[config.mk]
export PLATFORM = sky130hd
export DESIGN_NAME = z80_ld_ixiy_ind_nn_seq
export DESIGN_NICKNAME = d
export VERILOG_FILES = /design/src/rtl/z80_ld_ixiy_ind_nn_seq.sv
export SDC_FILE = /design/constraint.sdc
export NUM_CORES = 1
export LEC_CHECK = 0
export BUFFER_PORTS_ARGS = -buffer_cell sky130_fd_sc_hd__buf_2
export CAP_MARGIN = 20
export CELL_PAD_IN_SITES_DETAIL_PLACEMENT = 0
export CELL_PAD_IN_SITES_GLOBAL_PLACEMENT = 1
export CORE_MARGIN = 5
export CORE_UTILIZATION = 38
export DETAILED_ROUTE_END_ITERATION = 10
export PLACE_DENSITY_LB_ADDON = 0.1
export SLEW_MARGIN = 20
export SYNTH_ARGS = -nofsm -noshare
export SYNTH_HDL_FRONTEND = slang
export SYNTH_SLANG_ARGS = --single-unit
export TNS_END_PERCENT = 30
[constraint.sdc]
create_clock -name clk -period 1.6 [get_ports clk]
set_input_delay 0.08 -clock clk [delete_from_list [all_inputs] [get_ports clk]]
set_output_delay 0.08 -clock clk [all_outputs]
set_load 0.005 [all_outputs]
[src/rtl/z80_ld_ixiy_ind_nn_seq.sv]
// rtl/z80_ld_ixiy_ind_nn_seq.sv - LD IX/IY,(nn) multi-cycle sequencer
// Fetches nn, reads the word at nn over a byte bus and retires it to IX or IY.
module z80_ld_ixiy_ind_nn_seq #(
   parameter int WAIT_TIMEOUT = 0,
   parameter int TO_W         = 8
) (
   input  logic        clk,
   input  logic        reset_n,
   input  logic        start,
   input  logic        iy_sel,
   input  logic [15:0] pc_in,
   input  logic        abort,
   output logic        bus_req,
   output logic [15:0] bus_addr,
   input  logic        bus_ack,
   input  logic [7:0]  bus_rdata,
   output logic        busy,
   output logic        done,
   output logic        err,
   output logic        reg_wr_en,
   output logic        reg_wr_iy,
   output logic [15:0] reg_wr_data,
   output logic [15:0] pc_out,
   output logic [15:0] fi_raddr,
   output logic [15:0] fi_raddr2,
   output logic [7:0]  fi_rdata,
   output logic [7:0]  fi_rdata2
);

   typedef enum logic [2:0] {
      S_IDLE,
      S_FETCH_LO,
      S_FETCH_HI,
      S_READ_LO,
      S_READ_HI,
      S_WRITEBACK
   } state_t;

   state_t            state_q, state_d;
   logic [15:0]       pc_q;
   logic              iy_q;
   logic [15:0]       nn_q;
   logic [7:0]        lo_q;
   logic [7:0]        hi_q;
   logic [TO_W-1:0]   cnt_q;

   // Retired values are held here so the trace and result stay stable in IDLE.
   logic [15:0]       h_data_q;
   logic              h_iy_q;
   logic [15:0]       h_pc_q;
   logic [15:0]       h_raddr_q;
   logic [15:0]       h_raddr2_q;
   logic [7:0]        h_rdata_q;
   logic [7:0]        h_rdata2_q;

   logic              in_read;
   logic              timeout;

   always_comb begin
      state_d  = state_q;
      in_read  = 1'b0;
      bus_addr = 16'h0000;
      case (state_q)
         S_IDLE: begin
            if (start) state_d = S_FETCH_LO;
         end
         S_FETCH_LO: begin
            in_read  = 1'b1;
            bus_addr = pc_q + 16'd2;
            if (bus_ack) state_d = S_FETCH_HI;
         end
         S_FETCH_HI: begin
            in_read  = 1'b1;
            bus_addr = pc_q + 16'd3;
            if (bus_ack) state_d = S_READ_LO;
         end
         S_READ_LO: begin
            in_read  = 1'b1;
            bus_addr = nn_q;
            if (bus_ack) state_d = S_READ_HI;
         end
         S_READ_HI: begin
            in_read  = 1'b1;
            bus_addr = nn_q + 16'd1;
            if (bus_ack) state_d = S_WRITEBACK;
         end
         S_WRITEBACK: begin
            state_d = S_IDLE;
         end
         default: begin
            state_d = S_IDLE;
         end
      endcase

      // Timeout fires on the first ack-less cycle after WAIT_TIMEOUT wait cycles.
      timeout = in_read && !bus_ack && (WAIT_TIMEOUT != 0)
                && (cnt_q == TO_W'(WAIT_TIMEOUT));
      if (timeout) state_d = S_IDLE;
      if (abort && state_q != S_IDLE) state_d = S_IDLE;

      bus_req   = in_read;
      busy      = (state_q != S_IDLE);
      err       = timeout && !abort;
      done      = (state_q == S_WRITEBACK) && !abort;
      reg_wr_en = done;

      reg_wr_data = done ? {hi_q, lo_q}   : h_data_q;
      reg_wr_iy   = done ? iy_q           : h_iy_q;
      pc_out      = done ? pc_q + 16'd4   : h_pc_q;
      fi_raddr    = done ? nn_q           : h_raddr_q;
      fi_raddr2   = done ? nn_q + 16'd1   : h_raddr2_q;
      fi_rdata    = done ? lo_q           : h_rdata_q;
      fi_rdata2   = done ? hi_q           : h_rdata2_q;
   end

   always_ff @(posedge clk or negedge reset_n) begin
      if (!reset_n) begin
         state_q    <= S_IDLE;
         pc_q       <= 16'h0000;
         iy_q       <= 1'b0;
         nn_q       <= 16'h0000;
         lo_q       <= 8'h00;
         hi_q       <= 8'h00;
         cnt_q      <= '0;
         h_data_q   <= 16'h0000;
         h_iy_q     <= 1'b0;
         h_pc_q     <= 16'h0000;
         h_raddr_q  <= 16'h0000;
         h_raddr2_q <= 16'h0000;
         h_rdata_q  <= 8'h00;
         h_rdata2_q <= 8'h00;
      end else begin
         state_q <= state_d;

         if (state_q == S_IDLE && start) begin
            pc_q <= pc_in;
            iy_q <= iy_sel;
         end

         if (in_read && !bus_ack) cnt_q <= cnt_q + TO_W'(1);
         else                     cnt_q <= '0;

         if (in_read && bus_ack && !abort) begin
            case (state_q)
               S_FETCH_LO: nn_q[7:0]  <= bus_rdata;
               S_FETCH_HI: nn_q[15:8] <= bus_rdata;
               S_READ_LO:  lo_q       <= bus_rdata;
               S_READ_HI:  hi_q       <= bus_rdata;
               default:    ;
            endcase
         end

         if (done) begin
            h_data_q   <= {hi_q, lo_q};
            h_iy_q     <= iy_q;
            h_pc_q     <= pc_q + 16'd4;
            h_raddr_q  <= nn_q;
            h_raddr2_q <= nn_q + 16'd1;
            h_rdata_q  <= lo_q;
            h_rdata2_q <= hi_q;
         end
      end
   end

endmodule
==> results of run 1 <==
-- state kept, by name (all words and copies together), names as in the netlist --
signal,flops
h_data_q,16
h_pc_q,16
h_raddr2_q,16
h_raddr_q,16
nn_q,16
pc_q,16
h_rdata2_q,8
h_rdata_q,8
hi_q,8
lo_q,8
state_q,3
h_iy_q,1
iy_q,1
-- layer usage --
layer  track usage, %  share of wire [%]  vias up
li1                 -                  -     2905
met1             32.0                 44     3195
met2             35.7                 50      189
met3             4.62                4.5       31
met4             5.87                1.9        0
met5                0                  0        -
-- where the power goes --
group	internal [mW]	leakage (nW)	switching, mW
combinational	3.94	3.73	3.78
sequential	4.18	1.76	0.796
clock	2.39	0.304	1.77
total	10.5	5.79	6.35
-- worst max-delay path: cells and delay by family (launching register included) --
family                 cells  cell delay (ps)
and+or+nand+nor            3              810
DFF                        1              440
buffers and inverters      5              580
-- final timing paths --
check | start | to | depth (start not counted)
min in group asynchronous | reset_n | h_pc_q[5] | 2
worst min register to register | h_raddr_q[13] | h_raddr_q[13] | 2
worst min-delay path | bus_rdata[1] | lo_q[1] | 2
worst max register to register | state_q[2] | h_raddr2_q[14] | 9
worst max-delay path | state_q[2] | fi_raddr[11] | 8
max in group asynchronous | reset_n | pc_q[1] | 3
-- area by class of cell --
type / instances / area [um^2]
clock buffers: 17 / 425
clock inverters: 15 / 203
fillers: 1254 / 4880
inverters: 4 / 32.5
multi-input cells: 470 / 4160
flip-flops and latches: 133 / 3340
well taps: 220 / 275
repair buffers: 357 / 3140
-- per-stage QoR --
stage	util, %	total power [mW]	setup TNS [ps]
floorplan	-	7.35	-1050
global placement	49.0	10.4	-16380
detailed placement	49.0	10.4	-20820
CTS	58.9	15.6	-60920
global route	70.3	17.7	-96950
finish	70.3	16.9	-85420
-- logic make-up (layout without fill, tap and decap cells) --
| logic type | Yosys count | in the layout | synth area share, % |
|---|---|---|---|
| other | 1 | 1 | 0.0593 |
| adder cells (fa/ha/maj) | 5 | 5 | 0.990 |
| buffers and inverters | 48 | 393 | 3.52 |
| flip-flops | 133 | 133 | 52.6 |
| XOR/XNOR | 39 | 39 | 5.40 |
| AO/OA/AOI/OAI | 89 | 89 | 8.81 |
| AND/OR/NAND/NOR | 285 | 286 | 19.7 |
| multiplexers | 50 | 50 | 8.87 |
-- timing repair --
action                                 4_1_cts  5_1_grt
buffers inserted                            20       44
cloned                                       2       19
endpoints found under the hold margin      177        0
setup endpoints to repair                  201      231
pin swaps                                   51      124
gates resized for setup                    128      318
hold buffers                                26        0
-- synth_stat cells, drive strengths merged (2+ instances only) --
cell type and n:
or3 2, nand2b 2, nand2 198, a31oi 4
o22ai 6, a31o 2, and4 2, xor2 21
nand3 17, inv 3, nand4 10, a211o 3
a22oi 2, a2bb2oi 2, nor2 19, a21o 2
nor2b 3, buf 25, clkbuf 19, xnor2 18
dfrtp 133, nor3 14, mux2 48, a21oi 7
o211ai 5, nor4 4, or3b 2, o21ai 44
mux2i 2, and3 9, o221ai 3, ha 5
-- cells in the final DEF, fill, tap and decap left out, types with 12 or more instances in the layout --
master         instances
mux2_2                28
nand2_1               62
mux2_4                20
nand2_4               62
dfrtp_1              121
buf_2                107
nor2_1                13
nand2_2               74
dlygate4sd3_1         26
buf_4                123
clkbuf_16             28
xnor2_1               14
xor2_1                17
buf_6                 73
dfrtp_2               12
o21ai_2               24
==> results.json, run 1 <==
{
  "status": "complete, but fails checks",
  "violations": "negative setup slack",
  "clock_latency_ps": 440,
  "path_class": "register to output pin",
  "cp_max_fo": 7,
  "ys_top_cells_by_area": "dfrtp_1, nand2_1, mux2_2, o21ai_0, xor2_1",
  "routed_wl_um": 24900,
  "async_flop_share_pct": 100,
  "design.core.area_um2": 16500,
  "dp_hpwl_um": 15800,
  "cpMostUsedCell": "nand2_2",
  "fmax_mhz": 423,
  "cts_tree": "yes",
  "crit_chain": "inv_4, or4b_4, clkinv_8, buf_8, buf_16, nand2_2, nand2_2, buf_2",
  "fin_cells": 1216,
  "place_congestion": 0.906,
  "track_usage_pct": 22.6,
  "yosysWarnings": 0,
  "ys_seq_area_share_pct": 52.6,
  "place_ws_ps": -362,
  "std_cell_rows": 47,
  "initial_core_util_pct": 38.4,
  "rrSetupSlack_ps": -480,
  "whs_ps": 38.5,
  "placed_cells": 1075,
  "via_per_inst": 5.20,
  "root_buffer": "clkbuf_16",
  "drcViolationCount": 0,
  "die_x_um": 139,
  "skew_ps": 10.9,
  "min_period_ps": 2360,
  "synth_top_area_cell": "dfrtp_1",
  "fin_area_um2": 11600,
  "hp-class": "primary input to register",
  "layout_setup_ws_ps": -761,
  "synth_edf_count": 0,
  "ioPinCount": 132,
  "cts_buffer_depth": 2,
  "io_buffers": 130,
  "grt_pass1_vias": 6198,
  "drive_gt1_share_pct": 66.4,
  "die_h_um": 139,
  "cp_data_required_time_ps": 1520,
  "period_share_pct": 148,
  "path_clk_slew_ps": 70,
  "p_per_area_nw_per_um2": 1460,
  "grt_max_degree": 53,
  "syn_inst": 650,
  "cp_slowest_cell": "or4b_4",
  "peakVddDrop_v": 0.000902,
  "yosysUniqueCellTypes": 53,
  "ant_nets": 0,
  "synth_top_area_share_pct": 52.6,
  "placed_cell_area_um2": 8060,
  "vias": 6320,
  "cts_sinks": 133,
  "drt_iter0_markers": 346,
  "grt_pass1_wl_um": 34600,
  "syn_area_per_cell_um2": 9.73,
  "cts_buffers": 17,
  "worstSetupStartpointType": "register",
  "cp-end-kind": "output pin",
  "p_leak_nw": 5.79,
  "ys.flop_type": "dfrtp_1",
  "hold_viol": 0,
  "syn_nets": 685,
  "setup_viol": 222,
  "timing.critical_path.arrival_ps": 2280,
  "ys_seq_elements": 133,
  "nets": 1018,
  "final_max_slew_viol_count": 0,
  "htreeDepth": 4,
  "wl_per_cell_um": 20.5,
  "drtPass1Iterations": 6,
  "grt.overflow.total": 0,
  "die_area_um2": 19300,
  "netlist_area_um2": 6320,
  "areaGrowthSynthToFinish_pct": 83.2,
  "diodes": 0,
  "rsz0062_at_grt": "true",
  "antenna_found_initial": 0,
  "cp_slowest_stage_delay_ps": 660,
  "max-cap-violations": 0
}
Note: power is estimated with default switching activity, not from simulation.
==> inputs of run 2 (changes only) <==
Settings changed: PLACE_DENSITY set to 0.88, PLACE_DENSITY_LB_ADDON 0.1 to unset.
==> run 2 against run 1 <==
- the run still ends with negative setup slack left
- clock power rose by 5.3%
- setup slack better by 81 ps
- die area is the same
- via count is 5.2% higher
- register-to-register slack gained 170 ps
- non-clock buffer count shrank 6
- fmax increased by 3.5%
- hold slack improved by 29 ps
- largest power group unchanged
- highest routed layer unchanged
==> results.json, run 2 (synthesis results as in run 1) <==
{
  "grt_max_degree": 54,
  "path_clk_slew_ps": 60,
  "nets": 1012,
  "root_buffer": "clkbuf_16",
  "wl_per_cell_um": 20.9,
  "antenna_found_initial": 0,
  "drcViolationCount": 0,
  "hp-class": "primary input to register",
  "htreeDepth": 4,
  "fin_area_um2": 11000,
  "ant_nets": 0,
  "io_buffers": 130,
  "diodes": 0,
  "cp_slowest_stage_delay_ps": 420,
  "whs_ps": 67.1,
  "status": "complete, but fails checks",
  "die_x_um": 139,
  "cts_buffers": 17,
  "hold_path_startpoint": "bus_rdata[7]",
  "grt.overflow.total": 0,
  "fin_cells": 1210,
  "hold_depth": 2,
  "layout_commonest_cell": "buf_4",
  "layout_common_cells": "buf_4, dfrtp_1, buf_2, nand2_1, nand2_2",
  "clock_latency_ps": 430,
  "place_congestion": 0.984,
  "layout_setup_ws_ps": -681,
  "placed_cells": 1091,
  "critical_path.top_delay_family": "simple AND/OR/NAND/NOR gates",
  "max-cap-violations": 0,
  "placed_cell_area_um2": 8180,
  "grt_pass1_wl_um": 33600,
  "maxSlewHeadroom_pct": 65.1,
  "crit_chain": "buf_4, and3_4, buf_4, nand4_1, o211ai_1, nand4_1, buf_2",
  "p_leak_nw": 5.50,
  "path_class": "register to output pin",
  "track_usage_pct": 22.0,
  "die_h_um": 139,
  "areaGrowthSynthToFinish_pct": 73.5,
  "routed_wl_um": 25300,
  "cp_slowest_cell": "dfrtp_1",
  "drive_gt1_share_pct": 62.6,
  "rsz0062_at_grt": "true",
  "violations": "negative setup slack",
  "design.core.area_um2": 16500,
  "drt_iter0_markers": 715,
  "vias": 6648,
  "cts_buffer_depth": 2,
  "cts_tree": "yes",
  "path_buf_inv": 3,
  "die_area_um2": 19300,
  "min_period_ps": 2280,
  "std_cell_rows": 47,
  "r2r_end": "h_raddr_q[4]",
  "setup_viol": 223,
  "r2r_start": "state_q[0]",
  "p_per_area_nw_per_um2": 1560,
  "rrSetupSlack_ps": -310,
  "cp_data_required_time_ps": 1520,
  "fin_util_pct": 66.6,
  "initial_core_util_pct": 38.4,
  "fmax_mhz": 438,
  "drtPass1Iterations": 8,
  "period_share_pct": 143,
  "cts_sinks": 133,
  "dp_hpwl_um": 15000,
  "skew_ps": 11.5,
  "worstSetupStartpointType": "register",
  "reg2regPathDepth": 8,
  "ioPinCount": 132,
  "fin_setup_tns_ps": -74500,
  "place_ws_ps": -324,
  "final_max_slew_viol_count": 0,
  "peakVddDrop_v": 0.000825,
  "worstMarginPinSlew_ps": 524,
  "holdPathEnd": "hi_q[7]",
  "grt_pass1_vias": 6062,
  "power_mw": 17.1,
  "cp-end-kind": "output pin",
  "timing.critical_path.arrival_ps": 2200,
  "via_per_inst": 5.49,
  "cp_max_fo": 6,
  "hold_viol": 0
}
run 2: worst max path at each step:
| stage | cells after the start | to | startpoint | slack, ps |
|---|---|---|---|---|
| detailed placement | 8 | bus_addr[5] | pc_q[1] | -320 |
| CTS | 6 | bus_addr[11] | state_q[1] | -620 |
| floorplan | 7 | bus_addr[11] | state_q[2] | -80 |
| finish | 7 | bus_addr[15] | pc_q[7] | -680 |
| global placement | 8 | bus_addr[5] | pc_q[1] | -280 |
| global route | 8 | bus_addr[15] | pc_q[7] | -730 |
run 2: final cells by class:
class,instances,area (um^2)
Clock buffer,18,429
Clock inverter,14,224
Fill cell,1141,5500
Inverter,4,25.0
Multi-Input combinational cell,470,3820
Sequential cell,133,3340
Tap cell,220,275
Timing Repair Buffer,351,2850
run 2: per-layer routing:
layer | routed length, um | global-route usage, %
met1 | 10300 | 30.2
met5 | 0 | 0
met3 | 1830 | 3.69
met2 | 12100 | 35.3
met4 | 979 | 7.57
run 2: power breakdown:
part / leakage [nW] / internal, mW / switching (mW)
Clock: 0.309 / 2.79 / 1.61
Combinational: 3.43 / 3.90 / 3.76
Sequential: 1.76 / 4.18 / 0.851
Total: 5.50 / 10.9 / 6.22
run 2: timing repair:
item                       CTS  global route
hold endpoints to repair    94             0
cloned                       0            11
buffers inserted             7            42
pin swaps                   21            84
gates resized for setup     72           263
hold buffers                27             0
setup endpoints to repair  220           228
